### config.mk
export PLATFORM = sky130hd
export DESIGN_NAME = round_key_store
export DESIGN_NICKNAME = d
export VERILOG_FILES = /design/src/rtl/aes_pkg.sv /design/src/rtl/rks_regfile.sv /design/src/rtl/round_key_store.sv
export SDC_FILE = /design/constraint.sdc
export NUM_CORES = 1
export LEC_CHECK = 0
export CAP_MARGIN = 5
export CORE_UTILIZATION = 55
export DETAILED_ROUTE_END_ITERATION = 10
export PLACE_DENSITY = 0.84
export SLEW_MARGIN = 40
export SYNTH_ARGS = -nofsm -noshare
export SYNTH_HDL_FRONTEND = slang
export SYNTH_SLANG_ARGS = --single-unit
### constraint.sdc
create_clock -name clk -period 26.2 [get_ports clk]
set_input_delay 3.93 -clock clk [delete_from_list [all_inputs] [get_ports clk]]
set_output_delay 3.93 -clock clk [all_outputs]
set_load 0.02 [all_outputs]
### src/rtl/aes_pkg.sv
// Shared AES constants and the round-key store FSM state type.
package aes_pkg;

  localparam int unsigned AES_KEY_W      = 128;
  localparam int unsigned AES_NUM_ROUNDS = 10;
  localparam int unsigned AES_NUM_KEYS   = AES_NUM_ROUNDS + 1;

  typedef enum logic [1:0] {
    EMPTY   = 2'd0,
    FILLING = 2'd1,
    READY   = 2'd2
  } rks_state_t;

endpackage

### src/rtl/rks_regfile.sv
// Round-key storage: one write port, one registered read port, no reset on the array.
module rks_regfile #(
  parameter int unsigned KEY_W    = 128,
  parameter int unsigned NUM_KEYS = 11
) (
  input  logic             clk,
  input  logic             we,
  input  logic [3:0]       waddr,
  input  logic [KEY_W-1:0] wdata,
  input  logic             re,
  input  logic [3:0]       raddr,
  output logic [KEY_W-1:0] rdata
);

  logic [KEY_W-1:0] mem [NUM_KEYS];
  logic [KEY_W-1:0] rdata_q;

  // Write port; callers only present in-range addresses.
  always_ff @(posedge clk) begin
    if (we) begin
      mem[waddr] <= wdata;
    end
  end

  // Registered read; a same-cycle write to the same slot is not visible until next cycle.
  always_ff @(posedge clk) begin
    if (re) begin
      rdata_q <= mem[raddr];
    end
  end

  assign rdata = rdata_q;

endmodule

### src/rtl/round_key_store.sv
// Round-key store sitting behind the AES key expansion: captures keys 0..NUM_ROUNDS in strict
// order, then serves single-cycle-latency reads.
// Optional macro ROUND_KEY_STORE_DEC_ORDER_EN adds rd_dec for reverse-order (decrypt) reads.
module round_key_store
  import aes_pkg::*;
#(
  parameter int unsigned KEY_W      = AES_KEY_W,
  parameter int unsigned NUM_ROUNDS = AES_NUM_ROUNDS
) (
  input  logic             clk,
  input  logic             rst_n,
  input  logic             init_valid,
  input  logic [KEY_W-1:0] init_key,
  input  logic [KEY_W-1:0] exp_key,
  input  logic [3:0]       exp_addr,
  input  logic             exp_loaded,
  input  logic             rd_req,
  input  logic [3:0]       rd_addr,
`ifdef ROUND_KEY_STORE_DEC_ORDER_EN
  input  logic             rd_dec,
`endif
  output logic             rd_valid,
  output logic [KEY_W-1:0] rd_key,
  output logic             keys_ready,
  output logic             err
);

  localparam int unsigned NumKeys = NUM_ROUNDS + 1;
  localparam logic [3:0]  LastIdx = 4'(NUM_ROUNDS);

  rks_state_t       state_q, state_d;
  logic [3:0]       exp_next_q, exp_next_d;
  logic             err_q, err_d;
  logic             rd_valid_q;
  logic             rd_zero_q;

  logic             wr_en;
  logic [3:0]       wr_addr;
  logic [KEY_W-1:0] wr_data;
  logic             proto_err;

  logic             rd_ok;
  logic [3:0]       rd_slot;
  logic [KEY_W-1:0] rf_rdata;

  // Write decode and next-state: init_valid wins over any expansion write in the same cycle.
  always_comb begin
    wr_en      = 1'b0;
    wr_addr    = '0;
    wr_data    = exp_key;
    state_d    = state_q;
    exp_next_d = exp_next_q;
    proto_err  = 1'b0;
    if (init_valid) begin
      wr_en      = 1'b1;
      wr_addr    = '0;
      wr_data    = init_key;
      state_d    = FILLING;
      exp_next_d = 4'd1;
    end else begin
      unique case (state_q)
        EMPTY: begin
          if (exp_addr != '0) proto_err = 1'b1;
        end
        FILLING: begin
          if (exp_addr != '0) begin
            if (exp_addr == exp_next_q) begin
              wr_en      = 1'b1;
              wr_addr    = exp_addr;
              exp_next_d = 4'(exp_next_q + 4'd1);
              if (exp_addr == LastIdx) state_d = READY;
            end else begin
              // Skip, repeat or out-of-range index: the set is unusable, start over.
              proto_err  = 1'b1;
              state_d    = EMPTY;
              exp_next_d = '0;
            end
          end
          if (exp_loaded) proto_err = 1'b1;
        end
        READY: begin
          if (exp_addr != '0) proto_err = 1'b1;
        end
        default: begin
          state_d    = EMPTY;
          exp_next_d = '0;
        end
      endcase
    end
  end

  // Read decode: range check is on the raw address, before any reverse mapping.
  always_comb begin
    rd_ok = rd_req && (state_q == READY) && (rd_addr <= LastIdx);
`ifdef ROUND_KEY_STORE_DEC_ORDER_EN
    rd_slot = rd_dec ? 4'(LastIdx - rd_addr) : rd_addr;
`else
    rd_slot = rd_addr;
`endif
    err_d = (init_valid ? 1'b0 : err_q) | proto_err | (rd_req & ~rd_ok);
  end

  // FSM, expected-index counter, sticky error and read-response flags.
  always_ff @(posedge clk) begin
    if (!rst_n) begin
      state_q    <= EMPTY;
      exp_next_q <= '0;
      err_q      <= 1'b0;
      rd_valid_q <= 1'b0;
      rd_zero_q  <= 1'b1;
    end else begin
      state_q    <= state_d;
      exp_next_q <= exp_next_d;
      err_q      <= err_d;
      rd_valid_q <= rd_req;
      // rd_key holds between reads, so only update the zero mask on a request.
      if (rd_req) rd_zero_q <= ~rd_ok;
    end
  end

  rks_regfile #(
    .KEY_W    (KEY_W),
    .NUM_KEYS (NumKeys)
  ) u_regfile (
    .clk   (clk),
    .we    (wr_en),
    .waddr (wr_addr),
    .wdata (wr_data),
    .re    (rd_ok),
    .raddr (rd_slot),
    .rdata (rf_rdata)
  );

  assign rd_valid   = rd_valid_q;
  assign rd_key     = rd_zero_q ? '0 : rf_rdata;
  assign keys_ready = (state_q == READY);
  assign err        = err_q;

endmodule

# Word level (Yosys, flattened, before mapping)
# Memories as Yosys holds them, arrays and structs flattened. A register that Yosys moved wholly into a read port is not among the register bits.
# Index checks and enable logic that the tools add are counted.
# totals
reg_bits	9
latch_bits	0
ram_bits	1408
rom_bits	0
input_bits	269
out_inout_bits	131
elab_cells	63
memories	1
# mem_list
memory	depth	word_bits	read_ports	rd_clocked_by_memory_dff	write_ports	line_no	text
u_regfile.mem	11	128	1	1	1	rks_regfile.sv:15	logic [KEY_W-1:0] mem [NUM_KEYS];
# op_classes
n_addsub	1
mul	0
n_div	0
order_cmp	1
eq_ne	9
shifts	0
n_mux	28
bitwise_logic	6
reduce_logical	10
# op_table
op	n
$mux W128	2
$mux W4	6
$mux W1	14
$pmux W4 S2	1
$mux W2	3
$ne A3 B3 Y1 const B	2
$reduce_and A3 Y1	2
$add A4 B1 Y4 const B	1
$eq A4 B4 Y1	1
$eq A4 B4 Y1 const B	1
$le A4 B4 Y1 const B	1
$ne A4 B4 Y1 const B	1
$pmux W2 S2	1
$reduce_and A2 Y1	2
$reduce_bool A4 Y1	1
$reduce_or A2 Y1	2
$not A1 Y1	3
$eq A2 B1 Y1 const B	1
$eq A2 B2 Y1 const B	1
$logic_and A1 B1 Y1	2
$logic_not A2 Y1	1
$ne A2 B1 Y1 const B	1
$ne A2 B2 Y1 const B	1
$or A1 B1 Y1	2
other kinds (2)	2

# Depth between registers and ports, before layout
# Gate-level depths: netlist (run 1).
# depth
depth_word	8
mapped_depth	9
depth_no_buf	4

# Hierarchy
# A second synthesis (run 1) with hierarchy kept.
# hier_totals
hier_cells	3370
hier_area_um2	61689.2
# by_module_without_submodules
module	instances	cells_per_inst	area_per_inst_um2
rks_regfile	1	3021	58741.3
round_key_store	1	349	2947.8

# Worst setup path after synthesis (run 1)
# OpenSTA, ideal clock, no wires.
# synth_path
path_type	input-to-reg
from	input exp_addr[1]
to	memory u_regfile.mem[3][0] (enable)
setup_time_ps	928
t_arrival_ps	16992
slack_ps	8279
cell_stages	5
cell_sequence	buf_6 xor2_2 nor4_4 nand2_4 nor4_1
# synth_between
elab_chain_len	7
elab_cells_between_ends	12
# synth_rtl
element	line_no	text
start, declared	round_key_store.sv:15	input logic [3:0] exp_addr,
$eq A4 B4 Y1	round_key_store.sv:67	if (exp_addr == exp_next_q) begin
$mux W1	round_key_store.sv:67	
$mux W1	round_key_store.sv:66	if (exp_addr != '0) begin
$mux W1	round_key_store.sv:61	unique case (state_q)
$mux W1	round_key_store.sv:54	if (init_valid) begin
$mux W1	rks_regfile.sv:20	if (we) begin
$mux W1 (implied by the code)	rks_regfile.sv:21	mem[waddr] <= wdata;
end, declared	rks_regfile.sv:15	
# Several ways; a longest one is shown, not always the timed one.

# Worst setup path after layout (run 1)
# layout_path
from	input exp_addr[2]
to	memory u_regfile.mem[10][50] (enable)
# The elaborated chain is that of the path after synthesis.

==> results of run 1 <==
power breakdown:
part	switching, W	internal (W)	total, W
Clock	0.000886	0.00116	0.00205
Sequential	0.00000623	0.00276	0.00277
Combinational	0.000144	0.000120	0.000264
Total	0.00104	0.00404	0.00508
cell usage in the layout (no fill, tap or decap), types with 36 or more instances in the layout:
| cell | n |
|---|---|
| clkbuf_1 | 36 |
| clkbuf_16 | 157 |
| clkdlybuf4s50_1 | 394 |
| edfxtp_1 | 1536 |
| mux2_2 | 128 |
| mux2i_1 | 256 |
| mux4_2 | 256 |
| nand2_1 | 263 |
| nor2b_1 | 131 |
| o21ai_0 | 257 |
registers in the layout, indices dropped and copies added, names as in the netlist:
name,cells
rd_valid,1
rd_zero_q,1
exp_next_q,4
err,1
u_regfile.rdata,128
u_regfile.mem,1408
state_q,2
final timing paths:
kind | from | to | slack (ns) | cells past startpoint
setup / recovery | exp_addr[2] | u_regfile.mem[10][50]$_DFFE_PP_ | 18.48 | 8
setup reg to reg | exp_next_q[0]$_SDFFE_PN0P_ | u_regfile.mem[10][50]$_DFFE_PP_ | 22.20 | 7
hold reg to reg | exp_next_q[1]$_SDFFE_PP0P_ | exp_next_q[1]$_SDFFE_PP0P_ | 0.53 | 2
hold / removal | exp_next_q[1]$_SDFFE_PP0P_ | exp_next_q[1]$_SDFFE_PP0P_ | 0.53 | 2
worst max-delay path: stages:
cell,delay (ns)
clkdlybuf4s50_1,0.99
xor2_1,0.21
nor4_4,0.51
nand2_4,0.26
nor4_4,0.35
buf_6,0.49
buf_6,0.61
buf_4,0.68
final cells by class:
| type | instances | area, um^2 |
|---|---|---|
| Clock buffer | 193 | 4060 |
| Clock inverter | 69 | 567 |
| Fill cell | 6862 | 38100 |
| Inverter | 2 | 7.51 |
| Multi-Input combinational cell | 1345 | 13300 |
| Sequential cell | 1545 | 46300 |
| Tap cell | 1414 | 1770 |
| Timing Repair Buffer | 456 | 4700 |
kinds of logic after synthesis:
kind of cell,share of synthesized area
compound gates,0.0231
xor+xnor,0.000704
fa+ha+maj,0.000207
buf+inv,0.0147
flops,0.766
mux,0.162
simple gates,0.0339
metal layers:
layer	routed length, um	vias to the layer above
met5	0	-
met4	3010	0
met3	10300	226
met2	67100	1446
met1	51400	15800
li1	-	13100
metrics by stage:
stage          hold WS, ns  worst slack [ns]
5_1_grt              0.549             18.27
3_5_place_dp         0.522             17.42
6_report             0.531             18.48
2_1_floorplan        0.492              8.28
4_1_cts              0.531             18.19
3_3_place_gp         0.509             17.41
==> results.toml, run 1 <==
[synth]
synth.most_common_cell = "edfxtp_1"
syn_area_um2 = 60500
synthCells = 3069
synth.largest_area_cell = "edfxtp_1"
synth_warnings = 0
synthDistinctLibCells = 41
synth-seq-cells = 1545
synth_area_leaders = "edfxtp_1 76%, mux4_2 9.5%, mux2i_1 4.2%"
synth-edff-count = 1536
async_flop_share = 0
ys_seq_area_frac = 0.766
yosys-top-cells-count = "1536 x edfxtp_1, 263 x nand2_1, 257 x o21ai_0, 256 x mux2i_1, 256 x mux4_2"
syn-num-nets = 3339
synthFlopType = "edfxtp_1"
avgSynthCellArea_um2 = 19.7
synth.top_cell.area_share = 0.763

[placed_design]
dp_cells = 4760
place.port_buffers = 399
place_area_um2 = 66100
gp_congestion = 0.740
dp_hpwl_mm = 68.0

[sta]
fmax_mhz = 129
fin_skew_ns = 0.0302
finalCritPeriodShare = 0.295
rsz0062_at_grt = "no"
fin_setup_tns_ns = 0
final-setup-viol-count = 0
tightest_slew_ns = 0.850
slew-limit-headroom = 0.432
fin_crit_ns = 7.72
hold_viol = 0
maxSlewViolCount = 0

[cells_and_area]
fin_util = 0.650
fin_cells = 5024
final_area_um2 = 70800
drive_gt1_frac = 0.183
final_nets = 3772
area_delta_synth_final_pct = 17.0
antennaDiodeCount = 0

[cts]
cts_tree = "built"
numCtsBuffers = 152
cts_root_buf = "clkbuf_16"
path_clk_slew_ns = 0.06
cts_buffer_depth = 3
cts_resized = 0
cts_sinks = 1545
postCtsHoldBufs = 0
post_cts_buffers = 0
clk_latency_ns = 0.75
htree_levels = 4

[power_and_ir_drop]
irDropWorstVdd_v = 0.0000510
leakagePower_nw = 23.0
total_power_w = 0.00508
power_density_nw_per_um2 = 71.8

[floorplan]
initial_core_util = 0.555
die_height_um = 334
std_cell_rows = 121
core_um2 = 109000
die_x_um = 334
fp.dieArea_um2 = 111000
io_pins = 400

[global_routing]
grt_antenna_before_repair = 4
grt_busiest_layer = "met2"
grt_use_met3 = 0.0388
met1_usage = 0.315
grt_max_degree = 112
use_met2 = 0.402
grt_pass1_wl_mm = 194
grt_pass1_vias = 31500
grtUsageTotal = 0.237
grt_overflow_total = 0

[critical_path]
path_class = "primary input to register"
start_kind = "primary input"
cp.arrival_ns = 8.09
cp_max_fo = 49
end_kind = "register"
required_ns = 26.57

[detailed_routing]
drc = 0
drt_pre_antenna_iters = 6
wl_per_cell_um = 26.2
ant_nets = 0
vias_per_cell = 6.09
dr.first_iter.drc_count = 3026
wl_mm = 132
vias = 30600

[worst_hold_path]
hp-class = "register to register"

[outcome]
status = "finished, final reports clean"

[run]
cap_viol_max_count = 0
No activity file was read; power rests on OpenSTA's default activity.
==> run 2, diff against run 1 <==
- clock period: 26.2 -> 7.6 ns (I/O delays scaled with it)
==> results.toml, run 2 (synthesized netlist as in run 1, its figures left out) <==
[critical_path]
critical-path-slowest-cell = "dfxtp_4"
max_stage_delay_ns = 0.68
r2r_cells = 6
cp_max_fo = 41
cp.arrival_ns = 3.01
rr_startpoint = "exp_next_q[1]$_SDFFE_PP0P_"
end_kind = "output pin"
worstPathCellList = "buf_4, nor2b_1, clkdlybuf4s50_1"
required_ns = 6.46
startpoint = "rd_zero_q$_SDFFE_PN1P_"
path_class = "register to output pin"
start_kind = "register"

[global_routing]
grt_max_degree = 163
grt_pass1_wl_mm = 195
grt_antenna_before_repair = 1
grt_overflow_total = 0
grt_pass1_vias = 31500
grtUsageTotal = 0.238

[sta]
tightest_slew_ns = 0.855
slew-limit-headroom = 0.430
fin_setup_tns_ns = 0
finalCritPeriodShare = 0.545
rsz0062_at_grt = "no"
fin_skew_ns = 0.0323
fin_ws_ns = 3.45
hold_viol = 0
fmax_mhz = 241
fin_crit_ns = 4.15
final-setup-viol-count = 0
maxSlewViolCount = 0

[detailed_routing]
drt-met1-wl_mm = 52.2
highest_layer = "met4"
wl_per_cell_um = 26.3
ant_nets = 0
vias = 30500
wl_met3_mm = 10.9
wl_mm = 132
drt_pre_antenna_iters = 5
dr.first_iter.drc_count = 3289
drc = 0
vias_per_cell = 6.08
met2WireLength_mm = 65.9

[cts]
postCtsHoldBufs = 0
post_cts_buffers = 0
htree_levels = 4
path_clk_slew_ns = 0.06
cts_root_buf = "clkbuf_16"
cts_resized = 0
cts_buffer_depth = 3
clk_latency_ns = 0.76
cts_sinks = 1545
cts_tree = "built"
numCtsBuffers = 151

[power_and_ir_drop]
intPower_w = 0.0142
power_density_nw_per_um2 = 251
seqPwrFrac = 0.533
p_comb_frac = 0.052
switchingPower_w = 0.00367
switching_share = 0.205
clkPwrFrac = 0.415
irDropWorstVdd_v = 0.000195
leakagePower_nw = 23.2

[floorplan]
initial_core_util = 0.555
fp.dieArea_um2 = 111000
die_x_um = 334
std_cell_rows = 121
io_pins = 400
core_um2 = 109000
die_height_um = 334

[run]
cap_viol_max_count = 0

[cells_and_area]
drive_gt1_frac = 0.186
fill_cells = 6803
final_cell_mix = "1536 x edfxtp_1, 393 x clkdlybuf4s50_1, 263 x nand2_1"
largest_reg_flops = 1408
antennaDiodeCount = 0
layout_commonest_cell = "edfxtp_1"
area_delta_synth_final_pct = 17.7
final_nets = 3759
top_register = "u_regfile.mem"
final_area_um2 = 71200

[placed_design]
place.port_buffers = 399
dp_hpwl_mm = 65.2
gp_congestion = 0.750
preCtsSetupSlack_ns = 2.63
place_area_um2 = 66200

[worst_hold_path]
worstHoldStart = "exp_next_q[1]$_SDFFE_PP0P_"
hp-class = "register to register"
whs_path_depth = 2

[outcome]
status = "finished, final reports clean"
==> run 2: final cells by class <==
cell class	count	area, um^2	share of cell area
tap	1414	1770	0.0249
inverter	2	7.51	0.000105
timing repair buffer	444	4790	0.0673
clock inverter	93	940	0.0132
multi-input combinational	1345	13400	0.188
clock buffer	178	3970	0.0557
sequential	1545	46300	0.651
==> run 2: critical path, delay by kind of cell, from the launching register on <==
family                 cells  cell delay (ns)
buffers and inverters      2             1.20
flip-flops                 1             0.68
AND/OR/NAND/NOR            1             0.29
==> run 2: final timing paths <==
check	endpoint	slack, ns
min reg2reg	exp_next_q[1]$_SDFFE_PP0P_	0.54
max	rd_key[65]	3.45
min	exp_next_q[1]$_SDFFE_PP0P_	0.54
max reg2reg	u_regfile.mem[1][54]$_DFFE_PP_	4.40
==> run 2: stage by stage <==
stage | hold slack [ns] | util | total power [W] | instances
after floorplan | 0.492 | - | 0.0103 | 3069
after global placement | 0.515 | 0.606 | 0.0106 | 4739
after detailed placement | 0.528 | 0.608 | 0.0106 | 4747
after CTS | 0.536 | 0.653 | 0.0180 | 5018
after global routing | 0.557 | 0.654 | 0.0183 | 5021
final | 0.541 | 0.654 | 0.0179 | 5021
==> run 2: layer usage <==
layer | track usage | vias to the layer above
li1 | - | 13100
met1 | 0.325 | 15700
met2 | 0.393 | 1509
met3 | 0.0423 | 203
met4 | 0.0731 | 0
met5 | 0 | -
==> run 2: power groups by stage <==
| stage | clock (W) | combinational [W] | sequential (W) |
|---|---|---|---|
| after global routing | 0.00782 | 0.000990 | 0.00954 |
| after floorplan | 0 | 0.000575 | 0.00971 |
| after detailed placement | 0 | 0.000907 | 0.00971 |
| after CTS | 0.00751 | 0.000923 | 0.00954 |
| after global placement | 0 | 0.000874 | 0.00971 |
| final | 0.00743 | 0.000922 | 0.00953 |
